`src/rtl/uart_pkg.sv`:
```
// Shared constants and state typedefs for the simplex UART loopback link.
package uart_pkg;
    localparam int DATA_W = 8;
    localparam logic START_BIT = 1'b0;
    localparam logic STOP_BIT  = 1'b1;

    typedef enum logic [1:0] {TX_IDLE, TX_START, TX_DATA, TX_STOP} tx_state_t;
    typedef enum logic [1:0] {RX_IDLE, RX_DATA, RX_STOP} rx_state_t;

    // Bit-period counter width; a 1-cycle period still needs one flop.
    function automatic int cnt_w(input int cpb);
        return (cpb > 1) ? $clog2(cpb) : 1;
    endfunction
endpackage

```
`src/rtl/uart_simplex_rx.sv`:
```
// Receiver: registers the serial line, times each bit and samples it on the
// last cycle of its period, then publishes the word if the stop bit is valid.
module uart_simplex_rx
    import uart_pkg::*;
#(
    parameter int CLKS_PER_BIT = 1,
    parameter int DATA_W       = uart_pkg::DATA_W
) (
    input  logic              clk,
    input  logic              rst,
    input  logic              clr,
    input  logic              line,
    output logic [DATA_W-1:0] dout,
    output logic              done
);
    localparam int CW = cnt_w(CLKS_PER_BIT);
    localparam int BW = $clog2(DATA_W + 1);
    localparam logic [CW-1:0] LAST = CW'(CLKS_PER_BIT - 1);

    rx_state_t         state;
    logic              line_q;
    logic [CW-1:0]     cnt;
    logic [BW-1:0]     bit_idx;
    logic [DATA_W-1:0] sh;

    always_ff @(posedge clk or posedge rst) begin
        if (rst) begin
            state   <= RX_IDLE;
            line_q  <= STOP_BIT;
            cnt     <= '0;
            bit_idx <= '0;
            sh      <= '0;
            dout    <= '0;
            done    <= 1'b0;
        end else if (clr) begin
            state   <= RX_IDLE;
            line_q  <= STOP_BIT;
            cnt     <= '0;
            bit_idx <= '0;
            done    <= 1'b0;
        end else begin
            line_q <= line;
            done   <= 1'b0;
            case (state)
                RX_IDLE: begin
                    // Detection already consumed the first cycle of the start bit;
                    // slot 0 of DATA covers whatever remains of it.
                    if (line_q == START_BIT) begin
                        state <= RX_DATA;
                        if (CLKS_PER_BIT == 1) begin
                            bit_idx <= BW'(1);
                            cnt     <= '0;
                        end else begin
                            bit_idx <= '0;
                            cnt     <= CW'(1);
                        end
                    end
                end
                RX_DATA: begin
                    if (cnt == LAST) begin
                        cnt <= '0;
                        if (bit_idx != '0) sh <= {line_q, sh[DATA_W-1:1]};
                        if (bit_idx == BW'(DATA_W)) state <= RX_STOP;
                        else bit_idx <= bit_idx + 1'b1;
                    end else begin
                        cnt <= cnt + 1'b1;
                    end
                end
                RX_STOP: begin
                    if (cnt == LAST) begin
                        cnt     <= '0;
                        bit_idx <= '0;
                        state   <= RX_IDLE;
                        if (line_q == STOP_BIT) begin
                            dout <= sh;
                            done <= 1'b1;
                        end
                    end else begin
                        cnt <= cnt + 1'b1;
                    end
                end
                default: state <= RX_IDLE;
            endcase
        end
    end
endmodule

```
`src/rtl/uart_simplex.sv`:
```
// Simplex UART loopback: falling-edge-triggered transmitter driving an
// internal serial line that feeds the receiver.
module uart_simplex
    import uart_pkg::*;
#(
    parameter int CLKS_PER_BIT = 1,
    parameter int DATA_W       = uart_pkg::DATA_W
) (
    input  logic              clk,
    input  logic              rst,
    input  logic              start,
    input  logic              stop,
    input  logic [DATA_W-1:0] din,
    output logic [DATA_W-1:0] dout,
    output logic              done
);
    localparam int CW = cnt_w(CLKS_PER_BIT);
    localparam int IW = $clog2(DATA_W);
    localparam logic [CW-1:0] LAST = CW'(CLKS_PER_BIT - 1);

    tx_state_t         tx_state;
    logic              line;
    logic              start_q;
    logic [CW-1:0]     tx_cnt;
    logic [IW-1:0]     tx_bit;
    logic [DATA_W-1:0] tx_sh;

    always_ff @(posedge clk or posedge rst) begin
        if (rst) begin
            tx_state <= TX_IDLE;
            line     <= STOP_BIT;
            start_q  <= 1'b1;
            tx_cnt   <= '0;
            tx_bit   <= '0;
            tx_sh    <= '0;
        end else begin
            start_q <= start;
            if (stop) begin
                tx_state <= TX_IDLE;
                line     <= STOP_BIT;
                tx_cnt   <= '0;
                tx_bit   <= '0;
            end else begin
                case (tx_state)
                    TX_IDLE: begin
                        if (start_q && !start) begin
                            tx_state <= TX_START;
                            line     <= START_BIT;
                            tx_sh    <= din;
                            tx_cnt   <= '0;
                        end
                    end
                    TX_START: begin
                        if (tx_cnt == LAST) begin
                            tx_cnt   <= '0;
                            tx_bit   <= '0;
                            tx_state <= TX_DATA;
                            line     <= tx_sh[0];
                        end else begin
                            tx_cnt <= tx_cnt + 1'b1;
                        end
                    end
                    TX_DATA: begin
                        if (tx_cnt == LAST) begin
                            tx_cnt <= '0;
                            if (tx_bit == IW'(DATA_W - 1)) begin
                                tx_state <= TX_STOP;
                                line     <= STOP_BIT;
                            end else begin
                                tx_bit <= tx_bit + 1'b1;
                                tx_sh  <= tx_sh >> 1;
                                line   <= tx_sh[1];
                            end
                        end else begin
                            tx_cnt <= tx_cnt + 1'b1;
                        end
                    end
                    TX_STOP: begin
                        if (tx_cnt == LAST) begin
                            tx_cnt   <= '0;
                            tx_state <= TX_IDLE;
                        end else begin
                            tx_cnt <= tx_cnt + 1'b1;
                        end
                    end
                    default: tx_state <= TX_IDLE;
                endcase
            end
        end
    end

    uart_simplex_rx #(
        .CLKS_PER_BIT(CLKS_PER_BIT),
        .DATA_W      (DATA_W)
    ) u_rx (
        .clk (clk),
        .rst (rst),
        .clr (stop),
        .line(line),
        .dout(dout),
        .done(done)
    );
endmodule

```
`config.mk`:
```
export PLATFORM = sky130hd
export DESIGN_NAME = uart_simplex
export DESIGN_NICKNAME = d
export VERILOG_FILES = /design/src/rtl/uart_pkg.sv /design/src/rtl/uart_simplex_rx.sv /design/src/rtl/uart_simplex.sv
export SDC_FILE = /design/constraint.sdc
export NUM_CORES = 1
export LEC_CHECK = 0
export ABC_AREA = 1
export CORE_ASPECT_RATIO = 1.4
export CORE_UTILIZATION = 50
export CTS_CLUSTER_DIAMETER = 150
export DETAILED_ROUTE_END_ITERATION = 8
export GPL_TIMING_DRIVEN = 0
export PLACE_DENSITY = 0.72
export RECOVER_POWER = 25
export SYNTH_ARGS = -nofsm -noshare
export SYNTH_HDL_FRONTEND = slang
export SYNTH_SLANG_ARGS = --single-unit
```
`constraint.sdc`:
```
create_clock -name clk -period 1.8 [get_ports clk]
set_clock_uncertainty 0.1 [all_clocks]
set_input_delay 0.18 -clock clk [delete_from_list [all_inputs] [get_ports clk]]
set_output_delay 0.18 -clock clk [all_outputs]
set_load 0.01 [all_outputs]
```
==> impl_metrics.tcl, run 1 <==
set metrics [dict create \
    seq_area_frac_synth_pct 49.9 \
    die_height_um 76.1 \
    seqPwrFrac_pct 41.4 \
    worstRegToRegCells 10 \
    timing.fmax_mhz 623 \
    h-tree-depth 2 \
    clock-root-buffer "sky130_fd_sc_hd__clkbuf_8" \
    antenna_violating_nets_post_route 0 \
    critical-path-top-delay-family "buffers and inverters" \
    yosys-top-cells-area "sky130_fd_sc_hd__dfrtp_1 46%, sky130_fd_sc_hd__nand2_1 12%, sky130_fd_sc_hd__o21ai_0 7.4%, sky130_fd_sc_hd__ha_1 7.0%, sky130_fd_sc_hd__inv_1 5.5%" \
    critical_path_class "register to register" \
    drt-initial-drc-count 42 \
    drt_drc_violations_left 0 \
    cts_buffer_depth 2 \
    postSynthAreaPerCell_sq_um 8.65 \
    gate_count_of_the_mapped_netlist 227 \
    clock_latency_ns 0.29 \
    cell_depth_of_the_worst_setup_path 10 \
    cp_cell_sequence "inv_1, ha_1, buf_6, nand2_4, o21ai_1, nand2_2, nor2_4, buf_6, nand3_2, nand2_1" \
    min_delay_path_depth 3 \
    post_drt_via_cell_ratio 5.02 \
    cpMostUsedCell "sky130_fd_sc_hd__buf_6" \
    start_util_pct 52.9 \
    critical-path-slowest-cell "sky130_fd_sc_hd__dfrtp_1" \
    global_route.overflow_total 0 \
    synth-seq-cells 39 \
    timing.critical_path.fanout_max 10 \
    io_pins 21 \
    synthesis.area_sq_um 1960 \
    min_period_over_period_pct 89.2 \
    use_met1_pct 23.1 \
    layout-drive-gt1-share_pct 14.5 \
    synth_largest_area_cell "sky130_fd_sc_hd__dfrtp_1" \
    most_common_cell_after_layout_fill_and_taps_aside "sky130_fd_sc_hd__nand2_1" \
    p_clk_share_pct 17.7 \
    period_needed_ns 1.61 \
    worst_ir_drop_vdd_v 0.000987 \
    net_count_after_synthesis 250 \
    clkSlewWorstSetupHoldPaths_ns 0.07 \
    design.die.area_sq_um 4180 \
    cpPeakStageDelay_ns 0.39 \
    wirelength_um 3260 \
    comb_power_share_pct 40.9 \
    detailedPlacementHpwl_um 2400 \
    grt_util_all_layers_pct 19.3 \
    final-setup-viol-count 0 \
    timing.final.max_slew_violations 0 \
    grtUsageMet3_pct 4.59 \
    kind_of_path_behind_the_tightest_hold_check "input pin to register" \
    run_status "finished clean" \
    hold_viol 0 \
    power_switching_share_pct 38.0 \
    worstPathBufferInverterCount 3 \
    via_count_of_the_first_global_routing_pass 1468 \
    synth_cell_type_count 24 \
    fp.coreArea_sq_um 3710 \
    power_per_cell_area_nw_per_um2 1430 \
    tightestPinTransition_ns 0.783 \
    grt.busiest_layer "met2" \
    cts_tree "built" \
    routedWlPerCell_um 11.0 \
    grt_setup_unrepaired "false" \
    max_cap_viol_count 0 \
    final_cell_mix "65 x sky130_fd_sc_hd__nand2_1, 36 x sky130_fd_sc_hd__dfrtp_1, 28 x sky130_fd_sc_hd__inv_1, 28 x sky130_fd_sc_hd__o21ai_0, 17 x sky130_fd_sc_hd__clkdlybuf4s50_1" \
    port_buffers 20 \
    cts_hold_buffers 0 \
    gp_congestion 0.874 \
    use_met2_pct 29.8 \
    internal-power_mw 2.04 \
    critPathRequiredTime_ns 1.93 \
    end_kind "register" \
    final_nets 277 \
    numCtsBuffers 5 \
    net-switching-power_mw 1.26 \
    cts.sink_count 39 \
    max_slew_margin_pct 47.7 \
    static-leakage-power_nw 1.14 \
    grt_antenna_before_repair 0 \
    antenna_cells_inserted 0 \
    yosys_warnings 0 \
    detailroute.via_count 1492 \
    largest_net_degree_at_the_start_of_global_routing 40 \
    timing.critical_path.arrival_ns 1.74 \
    drt_pre_antenna_iters 4 \
    placementRows 26 \
    global_route_wire_length_before_repair_um 5880 \
    area_delta_synth_final_pct 17.6 \
    setup_total_negative_slack_ns 0 \
    hold-worst-slack_ns 0.350 \
    die-width_um 55.0 \
    critPathLaunchType "register" \
    netlist.area_leader.share_pct 45.9 \
]
logic make-up after synthesis:
kind of cell	count (synthesis)	synth area share (%)
simple gates	101	23.5
fa+ha+maj	11	7.01
buf+inv	37	8.92
compound gates	39	10.7
flops	39	49.9
worst paths after layout:
check,startpoint,to,slack (ns)
max,tx_state[0],tx_sh[7],0.19
min,din[7],tx_sh[7],0.35
max reg2reg,tx_state[0],tx_sh[7],0.19
min reg2reg,tx_sh[5],tx_sh[5],0.38
max in group asynchronous,rst,tx_state[0],0.72
min in group asynchronous,rst,u_rx.dout[1],0.38
registers in the layout (all words and copies together), names as in the netlist:
name          cells
tx_sh             8
u_rx.dout         8
u_rx.sh           8
u_rx.bit_idx      4
tx_bit            3
tx_state          2
u_rx.state        2
line              1
start_q           1
u_rx.done         1
u_rx.line_q       1
area by class of cell:
type | instances | area [sq um]
fillers | 354 | 1400
flip-flops and latches | 39 | 980
multi-input cells | 151 | 812
repair buffers | 20 | 200
inverters | 32 | 123
clock buffers | 5 | 68.8
plain buffers | 5 | 52.6
well taps | 42 | 52.6
clock inverters | 3 | 20.0
synthesized netlist by cell type, drive strengths merged:
cell type,n
a21oi,3
dfstp,3
o22ai,1
nand3,14
nand2,71
or2,2
inv,32
nor3,1
o21a,1
ha,11
o21ai,34
nor2,12
dfrtp,36
buf,5
nand4,1
worst min-delay path, delay by kind of cell:
| kind | cells | cell delay (ns) |
|---|---|---|
| buf+inv | 1 | 0.41 |
| simple gates | 2 | 0.11 |
through the flow:
stage	util [%]	instances	total power [mW]	area (sq um)	setup WS, ns
3_3_place_gp	59.8	289	2.70	2220	-0.222
2_1_floorplan	-	227	2.35	1960	0.222
3_5_place_dp	59.8	289	2.74	2220	-0.00588
5_1_grt	62.2	297	3.63	2310	0.0196
4_1_cts	62.1	297	3.34	2300	0.122
6_report	62.2	297	3.30	2310	0.195
power by group through the flow:
stage          combinational, mW  sequential [mW]  clock [mW]
2_1_floorplan              0.965             1.39           0
3_3_place_gp                1.33             1.37           0
3_5_place_dp                1.36             1.39           0
4_1_cts                     1.37             1.37       0.605
5_1_grt                     1.57             1.42       0.647
6_report                    1.35             1.37       0.584
layer usage:
| layer | wire, um | vias to the layer above |
|---|---|---|
| met5 | 0 | - |
| met4 | 99 | 0 |
| met3 | 93 | 10 |
| met2 | 1660 | 30 |
| met1 | 1400 | 686 |
| li1 | - | 766 |
what timing repair did:
action	CTS	global route
gates resized for setup	1	1
hold endpoints to repair	0	0
buffers inserted	0	0
endpoints found under the setup margin	1	1
pin swaps	0	0
(Power assumes the default switching activity.)
==> inputs of run 2 (changes only) <==
PLACE_DENSITY = 0.75   (was 0.72)
clock period = 1.3 ns   (was 1.8 ns; I/O delays follow)
==> impl_metrics.tcl, run 2 (synthesized netlist as in run 1, its figures left out) <==
set metrics [dict create \
    fp.coreArea_sq_um 3710 \
    cts_tree "built" \
    tightestPinTransition_ns 0.779 \
    final-setup-viol-count 36 \
    placedCellCount 289 \
    grt_util_all_layers_pct 23.6 \
    worst_ir_drop_vdd_v 0.00210 \
    detailroute.via_count 1693 \
    final_nets 303 \
    place_worst_setup_slack_ns -0.517 \
    setup_total_negative_slack_ns -5.88 \
    area_delta_synth_final_pct 49.2 \
    timing.final.max_slew_violations 0 \
    period_needed_ns 1.57 \
    critPathLaunchType "register" \
    final_cell_mix "47 x sky130_fd_sc_hd__nand2_1, 35 x sky130_fd_sc_hd__dfrtp_1, 19 x sky130_fd_sc_hd__inv_1, 19 x sky130_fd_sc_hd__buf_4, 19 x sky130_fd_sc_hd__o21ai_2" \
    largestRegisters "tx_sh x8, u_rx.dout x8, u_rx.sh x8" \
    timing.fmax_mhz 637 \
    postLayoutSetupSlackWorst_ns -0.269 \
    grt_antenna_before_repair 0 \
    max_slew_margin_pct 48.0 \
    post_drt_via_cell_ratio 5.24 \
    static-leakage-power_nw 1.39 \
    wirelength_um 4840 \
    gp_congestion 0.830 \
    min_period_over_period_pct 121 \
    power_per_cell_area_nw_per_um2 2220 \
    antenna_cells_inserted 0 \
    drt_pre_antenna_iters 4 \
    numCtsBuffers 5 \
    end_kind "register" \
    die_height_um 76.1 \
    clkSlewWorstSetupHoldPaths_ns 0.07 \
    fillerInstances 210 \
    global_route_wire_length_before_repair_um 7210 \
    placementRows 26 \
    h-tree-depth 2 \
    timing.critical_path.arrival_ns 1.70 \
    max_cap_viol_count 0 \
    routedWlPerCell_um 15.0 \
    detailedPlacementHpwl_um 2470 \
    design.die.area_sq_um 4180 \
    clock-root-buffer "sky130_fd_sc_hd__clkbuf_8" \
    final_core_util_pct 79.0 \
    critPathRequiredTime_ns 1.43 \
    start_util_pct 52.9 \
    drt_drc_violations_left 0 \
    layout-drive-gt1-share_pct 45.9 \
    global_route.overflow_total 0 \
    drt-initial-drc-count 28 \
    die-width_um 55.0 \
    critical_path_class "register to register" \
    hold_viol 0 \
    largest_net_degree_at_the_start_of_global_routing 40 \
    post_dp_cell_area_sq_um 2270 \
    cts.sink_count 39 \
    cts_buffer_depth 2 \
    finalNonFillerCells 323 \
    run_status "finished with violations" \
    violated_checks "setup timing" \
    timing.critical_path.fanout_max 6 \
    io_pins 21 \
    via_count_of_the_first_global_routing_pass 1586 \
    port_buffers 20 \
    cts_hold_buffers 0 \
    antenna_violating_nets_post_route 0 \
    most_common_cell_after_layout_fill_and_taps_aside "sky130_fd_sc_hd__nand2_1" \
    final_cell_area_sq_um 2930 \
    clock_latency_ns 0.29 \
    kind_of_path_behind_the_tightest_hold_check "input pin to register" \
    grt_setup_unrepaired "true" \
]
==> run 2: where the power goes <==
group          switching [mW]  internal [mW]
Sequential              0.277           1.67
Combinational            1.82           1.53
Clock                   0.441          0.765
Total                    2.53           3.96
==> run 2: path summary, 6_finish.rpt <==
check,from,to,slack (ns),cells after the start
max,tx_state[0],tx_sh[7],-0.27,9
min,start,start_q,0.30,1
max reg2reg,tx_state[0],tx_sh[7],-0.27,9
min reg2reg,tx_sh[7],tx_sh[7],0.38,2
max in group asynchronous,rst,u_rx.bit_idx[1],0.23,2
min in group asynchronous,rst,u_rx.dout[7],0.34,2
==> run 2: cell type report <==
| class | instances | area, sq um | area share [%] |
|---|---|---|---|
| Sequential cell | 39 | 981 | 33.5 |
| Buffer | 4 | 41.3 | 1.41 |
| Timing Repair Buffer | 47 | 424 | 14.5 |
| Clock buffer | 5 | 68.8 | 2.35 |
| Clock inverter | 3 | 67.6 | 2.31 |
| Tap cell | 42 | 52.6 | 1.79 |
| Inverter | 32 | 138 | 4.70 |
| Multi-Input combinational cell | 151 | 1160 | 39.5 |
==> run 2: timing repair <==
item,in CTS,in global routing
pin swaps,14,20
buffers inserted,18,7
resized for setup,74,43
setup endpoints to repair,45,36
gates cloned,3,0
==> run 2: critical path, cell delays in order, from the launching register on <==
cell,delay (ns)
sky130_fd_sc_hd__dfrtp_1,0.39
sky130_fd_sc_hd__inv_2,0.11
sky130_fd_sc_hd__ha_4,0.20
sky130_fd_sc_hd__nand2_4,0.09
sky130_fd_sc_hd__o21ai_4,0.07
sky130_fd_sc_hd__nand2_2,0.10
sky130_fd_sc_hd__nor2_4,0.17
sky130_fd_sc_hd__buf_6,0.15
sky130_fd_sc_hd__nand3_2,0.06
sky130_fd_sc_hd__nand2_1,0.07
==> run 2: per-layer routing <==
layer,vias to the layer above,track usage [%],routed length [um]
met5,-,0,0
met4,0,8.75,124
met3,14,3.79,212
met2,48,38.3,2620
met1,812,30.5,1880
li1,819,-,-
==> run 2: per-stage QoR <==
stage	hold WS (ns)	power (mW)
finish	0.304	6.50
global route	0.299	6.91
CTS	0.164	5.90
detailed placement	0.363	3.92
global placement	0.356	3.86
floorplan	0.0345	3.36
==> inputs of run 3 (changes only) <==
CAP_MARGIN = 20   (was not set)
DONT_BUFFER_PORTS = 1   (was not set)
PLACE_DENSITY = 0.68   (was 0.75)
==> impl_metrics.tcl, run 3 (synthesized netlist as in run 1, its figures left out) <==
set metrics [dict create \
    clock-root-buffer "sky130_fd_sc_hd__clkbuf_8" \
    antenna_cells_inserted 0 \
    design.die.area_sq_um 4180 \
    grt_setup_unrepaired "true" \
    detailroute.via_count 1663 \
    detailedPlacementHpwl_um 2430 \
    via_count_of_the_first_global_routing_pass 1548 \
    die_height_um 76.1 \
    layout-drive-gt1-share_pct 45.3 \
    final_cell_area_sq_um 2820 \
    final_nets 296 \
    port_buffers 0 \
    fillerInstances 272 \
    gp_congestion 0.786 \
    hold-worst-slack_ns 0.00762 \
    power_switching_share_pct 38.5 \
    power.total_mw 6.24 \
    worst_ir_drop_vdd_v 0.00130 \
    post_drt_via_cell_ratio 5.26 \
    global_route_wire_length_before_repair_um 6760 \
    seqPwrFrac_pct 31.9 \
    min_period_over_period_pct 118 \
    timing.final.max_slew_violations 0 \
    end_kind "register" \
    die-width_um 55.0 \
    fp.coreArea_sq_um 3710 \
    largestRegisters "tx_sh x8, u_rx.dout x8, u_rx.sh x8" \
    period_needed_ns 1.54 \
    start_util_pct 52.9 \
    grt_antenna_before_repair 0 \
    clock_latency_ns 0.30 \
    timing.critical_path.fanout_max 7 \
    static-leakage-power_nw 1.32 \
    comb_power_share_pct 48.9 \
    final-setup-viol-count 36 \
    most_common_cell_after_layout_fill_and_taps_aside "sky130_fd_sc_hd__nand2_1" \
    drt-initial-drc-count 35 \
    timing.critical_path.arrival_ns 1.65 \
    wirelength_um 4650 \
    critPathLaunchType "register" \
    drt_pre_antenna_iters 4 \
    internal-power_mw 3.84 \
    routedWlPerCell_um 14.7 \
    final_cell_mix "48 x sky130_fd_sc_hd__nand2_1, 36 x sky130_fd_sc_hd__dfrtp_1, 21 x sky130_fd_sc_hd__buf_4, 20 x sky130_fd_sc_hd__inv_1, 18 x sky130_fd_sc_hd__o21ai_2" \
    io_pins 21 \
    grt_util_all_layers_pct 22.6 \
    postLayoutSetupSlackWorst_ns -0.237 \
    kind_of_path_behind_the_tightest_hold_check "input pin to register" \
    max_slew_margin_pct 45.8 \
    cts.sink_count 39 \
    tightestPinTransition_ns 0.811 \
    final_core_util_pct 76.0 \
    antenna_violating_nets_post_route 0 \
    launching_instance_or_port_of_the_critical_path "u_rx.state[1]" \
    power_per_cell_area_nw_per_um2 2220 \
    numCtsBuffers 5 \
    largest_net_degree_at_the_start_of_global_routing 40 \
    finalNonFillerCells 316 \
    placementRows 26 \
    p_clk_share_pct 19.2 \
    max_cap_viol_count 0 \
    net-switching-power_mw 2.41 \
    post_dp_cell_area_sq_um 2070 \
    startpoint_of_the_tightest_hold_check_path "stop" \
    critical_path_class "register to register" \
    cts_buffer_depth 2 \
    area_delta_synth_final_pct 43.5 \
    global_route.overflow_total 0 \
    cts_tree "built" \
    reg2reg_from "u_rx.state[1]" \
    critPathRequiredTime_ns 1.41 \
    h-tree-depth 2 \
    clkSlewWorstSetupHoldPaths_ns 0.07 \
    run_status "finished with violations" \
    timing.fmax_mhz 651 \
    violated_checks "setup timing" \
    placedCellCount 269 \
    drt_drc_violations_left 0 \
    hold_viol 0 \
]
-- run 3: what timing repair did --
item,CTS,global route
endpoints found under the hold margin,53,0
hold buffers,12,0
resized for setup,56,38
endpoints found under the setup margin,36,36
buffers inserted,20,5
cloned,3,0
pin swaps,18,17
-- run 3: worst max-delay path, stage by stage (launching register included) --
cell and delay [ns]:
sky130_fd_sc_hd__dfrtp_1 0.42, sky130_fd_sc_hd__inv_2 0.09, sky130_fd_sc_hd__buf_6 0.12, sky130_fd_sc_hd__ha_4 0.17
sky130_fd_sc_hd__nand2_4 0.10, sky130_fd_sc_hd__nor2_4 0.05, sky130_fd_sc_hd__nor2_4 0.20, sky130_fd_sc_hd__nand3_1 0.11
sky130_fd_sc_hd__o21ai_1 0.10
-- run 3: final timing paths --
check                                   to  slack, ns  cells past startpoint
hold reg to reg                       line       0.38                      2
setup / recovery           u_rx.bit_idx[0]      -0.24                      8
min in group asynchronous     u_rx.dout[2]       0.34                      2
hold / removal                 tx_state[0]      0.008                      3
setup reg to reg           u_rx.bit_idx[0]      -0.24                      8
max in group asynchronous      tx_state[1]       0.23                      2
-- run 3: through the flow --
stage | TNS, ns | worst slack, ns
finish | -5.27 | -0.237
global route | -6.99 | -0.270
CTS | -4.67 | -0.191
detailed placement | -6.74 | -0.259
global placement | -15.38 | -0.260
floorplan | -1.91 | -0.101
-- run 3: power by group through the flow --
stage	combinational [mW]	clock [mW]	sequential, mW
6_report	3.05	1.20	1.99
5_1_grt	3.34	1.28	2.04
4_1_cts	2.56	1.23	1.97
3_5_place_dp	1.70	0	2.01
3_3_place_gp	1.67	0	2.00
2_1_floorplan	1.42	0	1.94
-- run 3: layout make-up --
type	count	area, sq um	area share [%]
plain buffers	4	41.3	1.47
clock buffers	5	68.8	2.44
clock inverters	3	67.6	2.40
inverters	32	133	4.71
multi-input cells	151	1110	39.6
flip-flops and latches	39	980	34.8
well taps	42	52.6	1.87
repair buffers	40	360	12.8
-- run 3: per-layer routing --
| layer | up-vias | GRT usage (%) | share of wire (%) |
|---|---|---|---|
| met2 | 42 | 37.5 | 53 |
| li1 | 809 | - | - |
| met4 | 0 | 10.3 | 3.8 |
| met3 | 19 | 5.59 | 3.2 |
| met5 | - | 0 | 0 |
| met1 | 793 | 25.9 | 40 |
==> patch 1 (settings of run 2) <==
`CLKS_PER_BIT` is set to 1 in 2 places; all go to 0.
--- a/src/rtl/uart_simplex_rx.sv
+++ b/src/rtl/uart_simplex_rx.sv
@@ -4,5 +4,5 @@
     import uart_pkg::*;
 #(
-    parameter int CLKS_PER_BIT = 1,
+    parameter int CLKS_PER_BIT = 0,
     parameter int DATA_W       = uart_pkg::DATA_W
 ) (
--- a/src/rtl/uart_simplex.sv
+++ b/src/rtl/uart_simplex.sv
@@ -4,5 +4,5 @@
     import uart_pkg::*;
 #(
-    parameter int CLKS_PER_BIT = 1,
+    parameter int CLKS_PER_BIT = 0,
     parameter int DATA_W       = uart_pkg::DATA_W
 ) (
Behaviour: no difference found for any inputs over 10 cycles, from zero or initial values and one cycle with rst high; that may be too few to reach the edited logic, so the function may still have changed.
==> patch 1 against run 2 <==
- the run ends with design-rule violations, negative setup slack left
- synthesized area up 11%
- count of clock-buffer cells in the layout is 1 higher
- worst setup slack improved by 67 ps
- power down 16%
- routed wire length is 7.7% lower
- sequential share of layout area shrank 0.70 points
- cell area grew 7.7%
- sequential cell count rose by 2
- sequential power shrank 4%
- worst hold slack worse by 300 ps
- synthesized cell count is 8.4% higher
- non-clock buffer count grew 4
- global-route usage is 2.8 points lower
- largest power group unchanged
==> patch 1: results (changes against run 2) <==
set qor(status) {complete, but fails checks}
set qor(violations) {design-rule violations, negative setup slack}
set qor(drt_first_pass_iters) 7 ;# +3
set qor(power.static_leakage_nw) 1.52 ;# +8.8%
set qor(critPathMaxStageDelay_ps) 440 ;# +50 ps
set qor(worst_hold_path.endpoint) {u_rx.line_q$_DFF_PP1_}
set qor(hold_path_depth) 2 ;# +1
set qor(crit_path_max_fanout) 5 ;# -1
set qor(worst_slew_margin_rel) 0.435 ;# -0.0451
set qor(worst_setup_hold_path_clk_slew_ps) 90 ;# +20 ps
set qor(nNetsFinal) 327 ;# +7.9%
set qor(place_worst_setup_slack_ps) -232 ;# +285 ps
set qor(via_per_inst) 5.04 ;# -3.9%
set qor(minimum_hold_slack_ps) 4.21 ;# -299 ps
set qor(first_global_vias) 1725 ;# +8.8%
set qor(maximum_number_of_pins_on_one_net_before_global_route_repair) 42 ;# +5.0%
set qor(finalSetupTns_ps) -4070 ;# +1810 ps
set qor(route.detailed.drc) 1 ;# +1
set qor(hpwl_um) 2660 ;# +7.9%
set qor(ir_drop_v) 0.00114 ;# -46%
set qor(finish.cell_count_without_fillers) 348 ;# +7.7%
set qor(placedInstanceArea_mm2) 0.00257 ;# +13%
set qor(startpoint_of_the_lowest_slack_register_to_register_path) {tx_state[1]$_DFFE_PP0P_}
set qor(worst_ep_arrival_time_ps) 1590 ;# -110 ps
set qor(report.final.setup_viol) 31 ;# -14%
set qor(layout_setup_ws_ps) -202 ;# +66.9 ps
set qor(synth_top_area_frac) 0.436 ;# -0.0226
set qor(synth_top_cells_by_count) {72 x sky130_fd_sc_hd__nand2_1, 38 x sky130_fd_sc_hd__dfrtp_1, 27 x sky130_fd_sc_hd__inv_1}
set qor(dominant_cells_by_area_after_synthesis) {sky130_fd_sc_hd__dfrtp_1 44%, sky130_fd_sc_hd__nand2_1 12%, sky130_fd_sc_hd__ha_1 7.5%}
set qor(power_per_cell_area_mw_per_mm2) 1730 ;# -22%
set qor(n_fill_cell) 272 ;# +30%
set qor(drt-initial-drc-count) 58 ;# +110%
set qor(grt_use_total) 0.208 ;# -0.0280
set qor(rr_endpoint) {tx_sh[4]$_DFFE_PP0P_}
set qor(placer_s_final_routability_congestion_estimate) 0.832 ;# +0.19%
set qor(worst_path_max_delay_cell) {sky130_fd_sc_hd__dfrtp_2}
set qor(hold_start) {stop}
set qor(placed_cells_incl_taps) 310 ;# +7.3%
set qor(quantity_of_i_o_buffers_inserted_on_ports) 19 ;# -5.0%
set qor(netlist-cell-type-count) 27 ;# +13%
set qor(seq_area_frac_synth) 0.472 ;# -0.0266
patch 1: cell types whose count changed after synthesis, moves of 5 or more:
cell	delta
sky130_fd_sc_hd__o21ai_1	+5
sky130_fd_sc_hd__o21ai_0	-13
sky130_fd_sc_hd__nor2_1	+5
sky130_fd_sc_hd__nand2_1	+7
sky130_fd_sc_hd__o21ai_2	+5
sky130_fd_sc_hd__mux2i_1	+6
patch 1: how the worst max path moves through the flow:
stage,depth (start not counted),slack [ps],endpoint,from
after global routing,9,-260,tx_state[0]$_DFFE_PP0P_,tx_state[0]$_DFFE_PP0P_
final,7,-200,tx_sh[4]$_DFFE_PP0P_,tx_state[1]$_DFFE_PP0P_
after global placement,2,-740,tx_bit[1]$_DFFE_PP0P_,rst
after detailed placement,9,-230,tx_state[0]$_DFFE_PP0P_,tx_state[0]$_DFFE_PP0P_
after floorplan,7,-100,tx_sh[3]$_DFFE_PP0P_,tx_bit[0]$_DFFE_PP0P_
after CTS,7,-230,tx_sh[4]$_DFFE_PP0P_,tx_bit[0]$_DFFE_PP0P_
patch 1: final cells by class:
cell class	count	area [um^2]	share of cell area
multi-input combinational	169	1290	0.410
sequential	41	1030	0.328
timing repair buffer	49	462	0.146
inverter	30	128	0.0404
buffer	6	83.8	0.0266
clock buffer	6	82.6	0.0262
tap	45	56.3	0.0178
clock inverter	2	13.8	0.00436
patch 1: cells by family (layout without fill, tap and decap cells):
logic type,Yosys count,in the layout,synth area share
AND/OR/NAND/NOR,115,115,0.246
flip-flops,41,41,0.472
buffers and inverters,36,93,0.0844
AO/OA/AOI/OAI,35,35,0.0953
adder cells (fa/ha/maj),13,13,0.0746
multiplexers,6,6,0.0276
patch 1: power by group:
part / internal, mW / switching, mW
Combinational: 1.28 / 1.41
Clock: 0.431 / 0.464
Sequential: 1.60 / 0.258
Total: 3.31 / 2.14
patch 1: metal layers:
layer	routed length, um	global-route usage	vias up
li1	-	-	894
met1	1930	0.240	833
met2	2360	0.355	18
met5	0	0	-
met4	84	0.102	0
met3	92	0.0499	8
patch 1: worst max-delay path: cells and delay by family, from the launching register on:
family | cells | cell delay (ps)
DFF | 1 | 440
AOI/OAI and AO/OA | 1 | 40
and+or+nand+nor | 3 | 290
adders and majority gates | 1 | 180
buffers and inverters | 2 | 330
patch 1: timing repair:
| action | 4_1_cts | 5_1_grt |
|---|---|---|
| resized for setup | 46 | 49 |
| pin swaps | 19 | 17 |
| setup buffers | 21 | 6 |
| hold buffers | 0 | 0 |
| hold endpoints to repair | 0 | 0 |
| endpoints found under the setup margin | 46 | 38 |
| gates cloned | 3 | 0 |
==> patch 2 (settings of run 2) <==
Made on the original files. Re-encode `tx_state_t` (4 states) as one-hot, 4 bits wide.
--- a/src/rtl/uart_pkg.sv
+++ b/src/rtl/uart_pkg.sv
@@ -5,5 +5,5 @@
     localparam logic STOP_BIT  = 1'b1;
 
-    typedef enum logic [1:0] {TX_IDLE, TX_START, TX_DATA, TX_STOP} tx_state_t;
+    typedef enum logic [3:0] {TX_IDLE = 4'b0001, TX_START = 4'b0010, TX_DATA = 4'b0100, TX_STOP = 4'b1000} tx_state_t;
     typedef enum logic [1:0] {RX_IDLE, RX_DATA, RX_STOP} rx_state_t;
 
Behaviour: same outputs for any inputs over 10 cycles, from zero or initial values and one cycle with rst high; not proved beyond that.
==> patch 2 against run 2 <==
- the run still ends with negative setup slack left
- non-clock buffer count is 6 lower
- sequential cell count is 2 higher
- routed wire length is 2.7% higher
- cell count is 2.2% higher
- power is 18% lower
- cell area is 2.3% higher
- first-iteration DRC count is 57% higher
- synthesized area is 4.2% higher
- worst setup slack better by 110 ps
==> patch 2: results (changes against run 2) <==
set qor(power.static_leakage_nw) 1.47 ;# +5.7%
set qor(post_route_cells_drive_above_1_share) 0.456 ;# -0.00263
set qor(status) {complete, but fails checks}
set qor(violations) {negative setup slack}
set qor(xor_xnor_cell_area_share_of_the_yosys_netlist) 0.00428 ;# +0.00428
set qor(max_slew.worst_pin.slew_ps) 846 ;# +67.2 ps
set qor(hpwl_um) 2600 ;# +5.3%
set qor(nNetsFinal) 307 ;# +1.3%
set qor(syn-num-nets) 259 ;# +3.6%
set qor(post_synth_inst_count) 239 ;# +5.3%
set qor(placer_s_final_routability_congestion_estimate) 0.861 ;# +3.7%
set qor(seq_area_frac_synth) 0.504 ;# +0.00493
set qor(swShare) 0.381 ;# -0.00929
set qor(cts.repair_timing.setup_buffer_count) 16 ;# -2
set qor(grt_use_total) 0.246 ;# +0.00973
set qor(synth-adder-area-share) 0.0489 ;# -0.0212
set qor(layout_setup_ws_ps) -157 ;# +112 ps
set qor(worst_ep_arrival_time_ps) 1560 ;# -140 ps
set qor(drt-total-wl_um) 4970 ;# +2.7%
set qor(reg2regPathDepth) 8 ;# -1
set qor(ys_async_sr_fraction) 1.00 ;# unchanged
set qor(netlist-cell-type-count) 26 ;# +8.3%
set qor(maximum_number_of_pins_on_one_net_before_global_route_repair) 42 ;# +5.0%
set qor(crit_path_max_fanout) 8 ;# +2
set qor(dr_total_vias) 1773 ;# +4.7%
set qor(post_cts_resize_count) 79 ;# +6.8%
set qor(dominant_cells_by_area_after_synthesis) {sky130_fd_sc_hd__dfrtp_1 45%, sky130_fd_sc_hd__nand2_1 15%, sky130_fd_sc_hd__nand3_1 5.6%}
set qor(report.final.setup_viol) 36 ;# unchanged
set qor(complex_gate_fraction_of_the_synthesized_area) 0.0801 ;# -0.0270
set qor(endpoint) {tx_sh[1]$_DFFE_PP0P_}
set qor(wire_length_of_the_first_global_routing_pass_um) 8000 ;# +11%
set qor(drt-initial-drc-count) 44 ;# +57%
set qor(placed_cells_incl_taps) 302 ;# +4.5%
set qor(worst_setup_path_startpoint) {tx_bit[1]$_DFFE_PP0P_}
## patch 2: cell count changes after synthesis, moves of 3 or more
cell / delta
sky130_fd_sc_hd__inv_2: +4
sky130_fd_sc_hd__ha_1: -3
sky130_fd_sc_hd__buf_6: -4
sky130_fd_sc_hd__o21ai_2: +6
sky130_fd_sc_hd__nand3_1: +11
sky130_fd_sc_hd__nand2_1: +17
sky130_fd_sc_hd__o21ai_0: -19
sky130_fd_sc_hd__inv_1: -6
## patch 2: how the worst min path moves through the flow
stage	start	end	slack (ps)	cells past startpoint
2_1_floorplan	start	start_q$_DFF_PP1_	30	0
3_3_place_gp	tx_sh[2]$_DFFE_PP0P_	tx_sh[2]$_DFFE_PP0P_	360	2
3_5_place_dp	tx_sh[6]$_DFFE_PP0P_	tx_sh[6]$_DFFE_PP0P_	360	2
4_1_cts	start	start_q$_DFF_PP1_	180	1
5_1_grt	start	start_q$_DFF_PP1_	310	1
6_report	start	start_q$_DFF_PP1_	290	1
## patch 2: metal layers
layer | up-vias | GRT usage | wire [um]
met2 | 34 | 0.410 | 2650
met1 | 879 | 0.278 | 2000
met4 | 0 | 0.163 | 160
met3 | 11 | 0.0567 | 168
li1 | 849 | - | -
met5 | - | 0 | 0
## patch 2: layout make-up
class                           count  area, um^2
Multi-Input combinational cell    164        1200
Sequential cell                    41        1030
Fill cell                         242         923
Timing Repair Buffer               40         415
Inverter                           29         129
Clock buffer                        5        68.8
Buffer                              5        56.3
Tap cell                           43        53.8
Clock inverter                      2        35.0
Timing Repair inverter              1        3.75
## patch 2: metrics by stage
stage               setup TNS, ps  instance area, um^2  setup slack [ps]   util
detailed placement          -9140                 2320              -303  0.591
finish                      -3640                 3000              -157  0.764
floorplan                    -694                 2060             -57.5      -
CTS                         -2400                 2850              -113  0.727
global placement           -36730                 2320              -716  0.591
global route                -5340                 3000              -192  0.764
## patch 2: logic make-up after synthesis
logic type      count (synthesis)
simple gates                  130
buf+inv                        34
xor+xnor                        1
fa+ha+maj                       8
flops                          41
compound gates                 25
## patch 2: power by group through the flow
stage          combinational, mW  sequential (mW)  clock (mW)
6_report                    2.36             1.93        1.01
5_1_grt                     2.55             1.97        1.07
4_1_cts                     2.14             1.89        1.00
3_5_place_dp                1.40             1.88           0
3_3_place_gp                1.36             1.87           0
2_1_floorplan              0.965             1.87           0
## patch 2: worst reg2reg max path: stages, from the launching register on
cell and delay (ps):
sky130_fd_sc_hd__dfrtp_1 390, sky130_fd_sc_hd__ha_2 210, sky130_fd_sc_hd__ha_4 170, sky130_fd_sc_hd__inv_4 70, sky130_fd_sc_hd__nand2_4 70, sky130_fd_sc_hd__nand2_8 120, sky130_fd_sc_hd__nand2_8 100, sky130_fd_sc_hd__nand2_2 80
sky130_fd_sc_hd__nand2_2 50
